[src/rtl/smac_load_pkg.sv]
// Shared definitions for the SMAC operand load path: FSM states, lane
// geometry and the lane-limit clamp helper.
package smac_load_pkg;

    typedef enum logic [1:0] {
        IDLE = 2'd0,
        FILL = 2'd1,
        DONE = 2'd2
    } load_state_t;

    localparam int LANE_IDX_W  = 2;
    localparam int MAX_LANES_C = 4;

    // A lane limit is 0..4; anything above the lane count saturates to 4.
    function automatic logic [2:0] clamp_lim(input logic [2:0] v);
        logic [2:0] r;
        if (v > 3'd4) begin
            r = 3'd4;
        end else begin
            r = v;
        end
        return r;
    endfunction

endpackage

[src/rtl/load_lane_bank.sv]
// Lane register file for the operand load demux: MAX_LANES_C words of DATA_W
// bits with per-lane "written this sequence" flags, a valid-clear, and a
// zero-fill strobe that blanks every lane at or above fill_lim.
module load_lane_bank
    import smac_load_pkg::*;
#(
    parameter int DATA_W = 16
) (
    input  logic                          clk,
    input  logic                          rst,
    input  logic                          wr_en,
    input  logic [LANE_IDX_W-1:0]         wr_idx,
    input  logic [DATA_W-1:0]             wr_data,
    input  logic                          clr_valid,
    input  logic                          zero_fill,
    input  logic [2:0]                    fill_lim,
    output logic [MAX_LANES_C*DATA_W-1:0] lane_data,
    output logic [MAX_LANES_C-1:0]        lane_valid
);

    logic [DATA_W-1:0]      lane_q [MAX_LANES_C];
    logic [DATA_W-1:0]      lane_d [MAX_LANES_C];
    logic [MAX_LANES_C-1:0] valid_q;
    logic [MAX_LANES_C-1:0] valid_d;

    // Next lane contents: zero-fill first, then the (mutually exclusive) write.
    always_comb begin
        for (int i = 0; i < MAX_LANES_C; i++) begin
            if (zero_fill && (3'(i) >= fill_lim)) begin
                lane_d[i] = '0;
            end else begin
                lane_d[i] = lane_q[i];
            end
        end
        if (clr_valid) begin
            valid_d = '0;
        end else begin
            valid_d = valid_q;
        end
        if (wr_en) begin
            lane_d[wr_idx]  = wr_data;
            valid_d[wr_idx] = 1'b1;
        end else begin
            valid_d = valid_d;
        end
    end

    // Lane and valid registers with synchronous reset.
    always_ff @(posedge clk) begin
        if (rst) begin
            for (int i = 0; i < MAX_LANES_C; i++) begin
                lane_q[i] <= '0;
            end
            valid_q <= '0;
        end else begin
            for (int i = 0; i < MAX_LANES_C; i++) begin
                lane_q[i] <= lane_d[i];
            end
            valid_q <= valid_d;
        end
    end

    genvar g;
    generate
        for (g = 0; g < MAX_LANES_C; g++) begin : g_pack
            assign lane_data[g*DATA_W +: DATA_W] = lane_q[g];
        end
    endgenerate

    assign lane_valid = valid_q;

endmodule

[src/rtl/ctrl_cnt_load_demux.sv]
// Operand load demux: accepts a serial valid/ready word stream and scatters
// it into up to four lane registers using an internal lane counter, then
// pulses load_done for one cycle.
// Optional feature macro: LOAD_ZERO_FILL_EN -- when defined, lanes at or
// above the programmed limit are zeroed on entry to FILL.
module ctrl_cnt_load_demux
    import smac_load_pkg::*;
#(
    parameter int DATA_W    = 16,
    parameter int MAX_LANES = 4
) (
    input  logic                        clk,
    input  logic                        rst,
    input  logic                        cnt_clear,
    input  logic                        cnt_load,
    input  logic [2:0]                  max_val,
    input  logic                        start,
    input  logic                        in_valid,
    input  logic [DATA_W-1:0]           in_data,
    output logic                        in_ready,
    output logic [LANE_IDX_W-1:0]       sel_demux,
    output logic [MAX_LANES*DATA_W-1:0] lane_data,
    output logic [MAX_LANES-1:0]        lane_valid,
    output logic                        busy,
    output logic                        load_done
);

    load_state_t           state_q, state_d;
    logic [LANE_IDX_W-1:0] idx_q, idx_d;
    logic [2:0]            lim_q, lim_d;
    logic                  wr_en_s;
    logic                  clr_valid_s;
    logic                  zero_fill_s;
    logic                  last_beat_s;

    // The limit is never 0 while in FILL, so lim-1 does not wrap there.
    assign last_beat_s = ({1'b0, idx_q} == (lim_q - 3'd1));

    // Next-state, counter and lane-bank control with clear > load > start > beat.
    always_comb begin
        state_d     = state_q;
        idx_d       = idx_q;
        lim_d       = lim_q;
        wr_en_s     = 1'b0;
        clr_valid_s = 1'b0;
        zero_fill_s = 1'b0;
        if (cnt_clear) begin
            state_d     = IDLE;
            idx_d       = '0;
            clr_valid_s = 1'b1;
        end else begin
            case (state_q)
                IDLE: begin
                    if (cnt_load) begin
                        lim_d = clamp_lim(max_val);
                    end else if (start && (lim_q != 3'd0)) begin
                        state_d     = FILL;
                        idx_d       = '0;
                        clr_valid_s = 1'b1;
`ifdef LOAD_ZERO_FILL_EN
                        zero_fill_s = 1'b1;
`else
                        zero_fill_s = 1'b0;
`endif
                    end else begin
                        state_d = IDLE;
                    end
                end
                FILL: begin
                    if (in_valid) begin
                        wr_en_s = 1'b1;
                        if (last_beat_s) begin
                            state_d = DONE;
                            idx_d   = '0;
                        end else begin
                            idx_d = idx_q + 2'd1;
                        end
                    end else begin
                        idx_d = idx_q;
                    end
                end
                DONE: begin
                    state_d = IDLE;
                end
                default: begin
                    state_d = IDLE;
                    idx_d   = '0;
                end
            endcase
        end
    end

    // FSM state, lane index and lane limit registers.
    always_ff @(posedge clk) begin
        if (rst) begin
            state_q <= IDLE;
            idx_q   <= '0;
            lim_q   <= 3'd0;
        end else begin
            state_q <= state_d;
            idx_q   <= idx_d;
            lim_q   <= lim_d;
        end
    end

    load_lane_bank #(
        .DATA_W (DATA_W)
    ) u_bank (
        .clk        (clk),
        .rst        (rst),
        .wr_en      (wr_en_s),
        .wr_idx     (idx_q),
        .wr_data    (in_data),
        .clr_valid  (clr_valid_s),
        .zero_fill  (zero_fill_s),
        .fill_lim   (lim_q),
        .lane_data  (lane_data),
        .lane_valid (lane_valid)
    );

    // Status outputs decoded from registered state only.
    always_comb begin
        in_ready  = (state_q == FILL);
        busy      = (state_q != IDLE);
        load_done = (state_q == DONE);
        if (state_q == FILL) begin
            sel_demux = idx_q;
        end else begin
            sel_demux = '0;
        end
    end

endmodule

[config.mk]
export PLATFORM = sky130hd
export DESIGN_NAME = ctrl_cnt_load_demux
export DESIGN_NICKNAME = d
export VERILOG_FILES = /design/src/rtl/smac_load_pkg.sv /design/src/rtl/load_lane_bank.sv /design/src/rtl/ctrl_cnt_load_demux.sv
export SDC_FILE = /design/constraint.sdc
export NUM_CORES = 1
export LEC_CHECK = 0
export CAP_MARGIN = 20
export CORE_ASPECT_RATIO = 0.5
export CORE_MARGIN = 5
export CORE_UTILIZATION = 41
export CTS_CLUSTER_DIAMETER = 30
export DETAILED_ROUTE_END_ITERATION = 8
export GPL_TIMING_DRIVEN = 1
export PLACE_DENSITY = 0.75
export SETUP_SLACK_MARGIN = 0.3
export SLEW_MARGIN = 20
export SYNTH_ARGS = -nofsm -noshare
export SYNTH_HDL_FRONTEND = slang
export SYNTH_SLANG_ARGS = --single-unit
[constraint.sdc]
create_clock -name clk -period 1.81 [get_ports clk]
set_input_delay 0.181 -clock clk [delete_from_list [all_inputs] [get_ports clk]]
set_output_delay 0.181 -clock clk [all_outputs]
set_load 0.03 [all_outputs]
### Yosys cells after proc, flatten, opt, wreduce, memory -nomap -nowiden

Memory sizes are Yosys's and may differ from the RTL's.
Cells that the tools add are included.

| storage, ports and cells | value |
|---|---|
| RAM bits | 64 |
| memories kept | 1 |
| input bits | 25 |
| word-level logic and storage cells | 71 |
| register bits after elaboration | 11 |
| bits in read-only memories | 0 |
| output and inout bits | 73 |
| bits in latches | 0 |

| cells by class | value |
|---|---|
| shift-type cells | 0 |
| bitwise operators | 8 |
| equality and inequality tests | 7 |
| divide/modulo/power cells | 0 |
| order comparisons | 5 |
| reduce and logical (&&, ||, !) cells | 10 |
| $mul | 0 |
| add/subtract/negate cells | 2 |
| mux-type cells | 34 |

Memory list:

| name | depth | width | read ports | clocked after memory_dff | wr ports | line | text |
|---|---|---|---|---|---|---|---|
| u_bank.lane_q | 4 | 16 | 4 | 0 | 4 | load_lane_bank.sv:21 | `logic [DATA_W-1:0] lane_q [MAX_LANES_C];` |

Operators by type and width:

| operator | number |
|---|---|
| $mux 16 | 5 |
| $bwmux 64 | 1 |
| $mux 64 | 1 |
| $demux 16 s2 | 1 |
| $mux 2 | 8 |
| $mux 1 | 12 |
| $mux 4 | 2 |
| $ne 2x2->1 const B | 3 |
| $pmux 2 s3 | 1 |
| $reduce_and 3->1 | 2 |
| $or 1x1->1 | 4 |
| $or 4x4->4 | 1 |
| $pmux 2 s2 | 1 |
| $reduce_and 4->1 | 1 |
| $eq 2x3->1 | 1 |
| $ge 3x3->1 const B | 1 |
| $gt 3x3->1 const B | 1 |
| $logic_and 1x1->1 | 3 |
| $lt 2x3->1 const B | 1 |
| $lt 3x1->1 const B | 1 |
| $mux 3 | 1 |
| $not 2->3 | 1 |
| $reduce_bool 3->1 | 1 |
| $sub 3x1->3 const B | 1 |
| 10 further kinds | 11 |

### Depth between registers and ports, before layout

| depth | value |
|---|---|
| depth in word-level cells | 9 |
| gate-level depth with buffers | 7 |
| gate-level depth less buffers | 6 |

### Modules after synthesis

From an unflattened synthesis, not the netlist that was laid out.

| unflattened totals | value |
|---|---|
| cell total of the unflattened synthesis | 320 |
| area, all modules | 2,981.6 um2 |

Modules (own cells, without submodules):

| module | cells each | times used | sequential area each (um2) | area an instance (um2) |
|---|---|---|---|---|
| load_lane_bank | 267 | 1 | 1,361.3 | 2,521.2 |
| ctrl_cnt_load_demux | 53 | 1 | 140.1 | 460.4 |

### Least setup slack after synthesis

No wires, ideal clock.

| timing path | value |
|---|---|
| path kind | reg-to-reg |
| from | register lim_q[0] |
| to | register state_q[0] |
| setup slack | 0.044 ns |
| setup time | 0.058 ns |
| data arrival time | 1.708 ns |
| clock period less this slack | 1.766 ns |
| buffers on the path | 1 |
| data required time | 1.752 ns |
| stages on the path, launching flop included | 8 |
| cells stage by stage | dfxtp_1 > inv_1 > ha_1 > ha_1 > or3b_1 > buf_2 > a2111oi_2 > o21a_1 |

| on the way | value |
|---|---|
| word-level cells in the longest chain between the ends | 5 |
| elaborated cells on any way between the ends | 9 |
| those cells by class | add/sub (1); eq/ne (2); mux (3); reduce/logical (3) |

Ends and longest elaborated chain:

| item | line | text |
|---|---|---|
| start, declared | ctrl_cnt_load_demux.sv:30 | `logic [2:0] lim_q, lim_d;` |
| start signal, assigned | ctrl_cnt_load_demux.sv:102 | `lim_q <= lim_d;` |
| branches (longest 5 deep; another with $sub 3x1->3) | n/a |  |
| end signal, assigned | ctrl_cnt_load_demux.sv:100 | `state_q <= state_d;` |
| end, declared | ctrl_cnt_load_demux.sv:28 | `load_state_t state_q, state_d;` |

Several ways; the timed one is not identified. The select of a mux whose other input is x is not followed.
A chain may end at the register's enable or synchronous reset.

### Final worst setup path

| timing path | value |
|---|---|
| from | register lim_q[0] |
| to | register idx_q[1] |

| on the way | value |
|---|---|
| word-level cells in the longest chain between the ends | 5 |
| elaborated cells on any way between the ends | 9 |
| those cells by class | add/sub (1); eq/ne (2); mux (3); reduce/logical (3) |

Ends and longest elaborated chain:

| item | line | text |
|---|---|---|
| $sub 3x1->3 | ctrl_cnt_load_demux.sv:37 | `assign last_beat_s = ({1'b0, idx_q} == (lim_q - 3'd1));` |
| $eq 2x3->1 | ctrl_cnt_load_demux.sv:37 |  |
| $mux 2 | ctrl_cnt_load_demux.sv:72 | `if (last_beat_s) begin` |
| $mux 2 | ctrl_cnt_load_demux.sv:70 | `if (in_valid) begin` |
| $pmux 2 s3 | ctrl_cnt_load_demux.sv:52 | `case (state_q)` |
| end signal, assigned | ctrl_cnt_load_demux.sv:101 | `idx_q <= idx_d;` |
| end, declared | ctrl_cnt_load_demux.sv:29 | `logic [LANE_IDX_W-1:0] idx_q, idx_d;` |

Several ways; a longest one is shown, not always the timed one. The select of a mux whose other input is x is not followed.

==> results.py <==
metrics = {
    "outcome": {
        "status": "complete, no violations",
    },
    "clocking": {
        "ctsLongestPathBuffers": 2,
        "cts_tree": "yes",
        "cts.sinks": 75,
        "insertion_delay_ns": 0.33,
        "holdBufCountCts": 0,
        "htree_levels": 3,
        "numCtsBuffers": 9,
        "clkTransAtPathRegs_ns": 0.06,
        "cts_root_buf": "clkbuf_16",
    },
    "finish": {
        "regArea_um2": 1508,
        "antenna_cells": 0,
        "multi_input_area_um2": 1406,
        "fill_cells": 671,
        "nNetsFinal": 485,
        "drive_above_1_share_pct": 13.07,
        "syn_to_final_growth_pct": 45.93,
    },
    "timing": {
        "clock.fmax_mhz": 602.6,
        "rsz0062_at_grt": "true",
        "final-max-slew-violation-count": 0,
        "period_needed_ns": 1.660,
        "finalHoldViolCount": 0,
        "setup_slack_ns": 0.1505,
        "slew_headroom_pct": 63.03,
        "fin_skew_ns": 0.005176,
        "worst_pin_slew_ns": 0.5545,
        "setup_viol": 0,
        "fin_crit_sh_pct": 91.69,
        "setup-tns-final_ns": 0,
    },
    "global_route": {
        "grt_max_degree": 65,
        "grt.overflow.total": 0,
        "grt_pass1_vias": 2908,
        "grt_usage_pct": 20.40,
        "grt_pass1_wl_mm": 15.24,
        "antenna_found_initial": 0,
    },
    "worst_hold_path": {
        "min_path_type": "in -> reg",
        "min_delay_path_depth": 2,
    },
    "route": {
        "vias_per_cell": 5.553,
        "vias": 3082,
        "drc": 0,
        "ant_nets": 0,
        "drt-total-wl_mm": 9.915,
        "wire_per_inst_um": 17.86,
        "drt_first_pass_iters": 4,
        "dr.first_iter.drc_count": 404,
    },
    "logic_synthesis": {
        "synth_compound_area_share_pct": 24.59,
        "seq_area_frac_synth_pct": 48.86,
        "synth_simple_gate_area_share_pct": 15.68,
        "synth_top_family_by_area": "compound AO/OA/AOI/OAI gates",
        "ys_warn_count": 0,
        "synth_area_um2": 3073,
        "synthMuxAreaShare_pct": 0.3257,
        "synth_adder_area_share_pct": 2.443,
        "synth_nets": 398,
        "synth-xor-area-share_pct": 0.5700,
        "avgSynthCellArea_um2": 8.373,
        "synth-seq-cells": 75,
        "synth_cell_types": 29,
        "postSynthCellCount": 367,
    },
    "die": {
        "core_um2": 7322,
        "fp.dieArea_um2": 9431,
        "io_pins": 98,
        "dieHeight_um": 71.22,
        "rows": 22,
        "initial_core_util_pct": 41.97,
        "die_w_um": 132.4,
    },
    "critical_path": {
        "arrival_ns": 1.88,
        "end_kind": "flop",
        "worstSetupPathType": "reg -> reg",
        "cpMostUsedCell": "ha_4",
        "crit_path_max_incr_delay_ns": 0.41,
        "crit_slowest_cell": "or3b_4",
        "critPathLaunchType": "flop",
        "worstPathCellList": "inv_2 > ha_4 > ha_4 > or3b_4 > o21a_1 > a32o_1",
        "cp_max_fo": 4,
        "worstPathRequired_ns": 2.03,
        "reg2reg_depth": 6,
    },
    "placement": {
        "dp_hpwl_mm": 6.457,
        "pre_cts_ws_ns": 0.06263,
        "place_congestion": 0.8505,
        "io_buffers": 97,
    },
    "pwr": {
        "cellPowerDensity_nw_per_um2": 834.7,
        "ir_worst_vdd_mv": 0.4317,
        "p_leak_nw": 1.806,
    },
    "job": {
        "drv_cap": 0,
    },
}
## placed cells by master, fill, tap and decap left out, types with 4 or more instances in the layout
master            n
clkbuf_16        10
inv_1             5
o21ai_0          63
a21oi_1          70
o211ai_1          4
dfxtp_2           5
buf_12            4
dfxtp_1          70
nand2_1           5
nand3_1          65
clkinvlp_4        4
dlygate4sd2_1    68
buf_4            12
clkdlybuf4s50_1  23
## worst max-delay path, delay by kind of cell (launching register included)
family,cells,cell delay (ns)
DFF,1,0.34
adders and majority gates,2,0.29
and+or+nand+nor,1,0.41
buffers and inverters,1,0.04
AOI/OAI and AO/OA,2,0.46
## metal layers
layer  GRT usage (%)  part of all wire, %  vias to the layer above
met5               0                    0                        -
met4           6.452                  2.1                        0
met3           7.293                  6.3                       22
met2           34.33                   48                      117
met1           24.82                   43                     1457
li1                -                    -                     1486
## where the power goes
part	switching (W)	total, W	internal (W)
clock	0.000667	0.00191	0.00124
combinational	0.0000970	0.000173	0.0000762
sequential	0.00000258	0.00166	0.00166
total	0.000767	0.00374	0.00298
## registers in the layout, indices dropped and copies added, names as in the netlist
name,cells
idx_q,2
lim_q,3
state_q,2
u_bank.lane_q,64
u_bank.lane_valid,4
## cell usage after synthesis, drive strengths merged
cell | count | area [um2]
dfxtp | 75 | 1501
clkbuf | 25 | 95.09
a32o | 2 | 20.02
inv | 11 | 41.29
xor2 | 2 | 17.52
or3b | 1 | 8.760
o21ai | 65 | 325.3
or2 | 1 | 6.260
nand4bb | 1 | 11.26
nand3b | 3 | 22.52
nand2b | 2 | 12.51
buf | 14 | 95.09
o211ai | 4 | 30.03
nor2 | 3 | 11.26
nor2b | 1 | 6.260
nor4b | 2 | 23.77
nand2 | 5 | 18.77
and4bb | 1 | 12.51
mux2i | 1 | 10.01
ha | 6 | 75.07
o21a | 2 | 15.01
a2111oi | 1 | 15.01
nor3 | 2 | 10.01
nor4 | 2 | 12.51
nand3 | 65 | 325.3
a21oi | 70 | 350.3
## through the flow
| step | hold slack, ns | area (um2) | util (%) | power, W | instances |
|---|---|---|---|---|---|
| final | 0.3173 | 4484 | 61.24 | 0.003743 | 555 |
| after detailed placement | 0.4662 | 4140 | 56.54 | 0.001859 | 533 |
| after CTS | 0.3034 | 4419 | 60.36 | 0.003769 | 552 |
| after global placement | 0.4610 | 4140 | 56.54 | 0.001858 | 533 |
| after floorplan | 0.3282 | 3120 | - | 0.001756 | 367 |
| after global routing | 0.3244 | 4484 | 61.24 | 0.003848 | 555 |
## cell type report
| type | instances | share of cell area [%] |
|---|---|---|
| repair buffers | 113 | 23.74 |
| inverters | 11 | 1.172 |
| clock buffers | 12 | 5.497 |
| clock inverters | 4 | 1.646 |
| well taps | 96 | 2.679 |
| repair inverters | 2 | 0.2790 |
| flip-flops and latches | 75 | 33.62 |
| multi-input cells | 242 | 31.36 |
## path summary, 6_finish.rpt
kind | to | startpoint | slack, ns
hold reg to reg | u_bank.lane_q[1][14] | u_bank.lane_q[1][14] | 0.47
setup reg to reg | idx_q[1] | lim_q[0] | 0.15
hold / removal | lim_q[2] | rst | 0.32
setup / recovery | idx_q[1] | lim_q[0] | 0.15
## timing repair
action                     CTS  global route
hold endpoints to repair     0             0
gates resized for setup     94            18
setup endpoints to repair  103            66
setup buffers                3             0
cloned                       0             3
pin swaps                    2             6
## cells by family (layout without fill, tap and decap cells)
group                    after synthesis  after routing
adder cells (fa/ha/maj)                6              6
multiplexers                           1              1
XOR/XNOR                               2              2
flip-flops                            75             75
AO/OA/AOI/OAI                        144            144
buffers and inverters                 50            142
AND/OR/NAND/NOR                       89             89
Note: power is estimated with default switching activity, not from simulation.
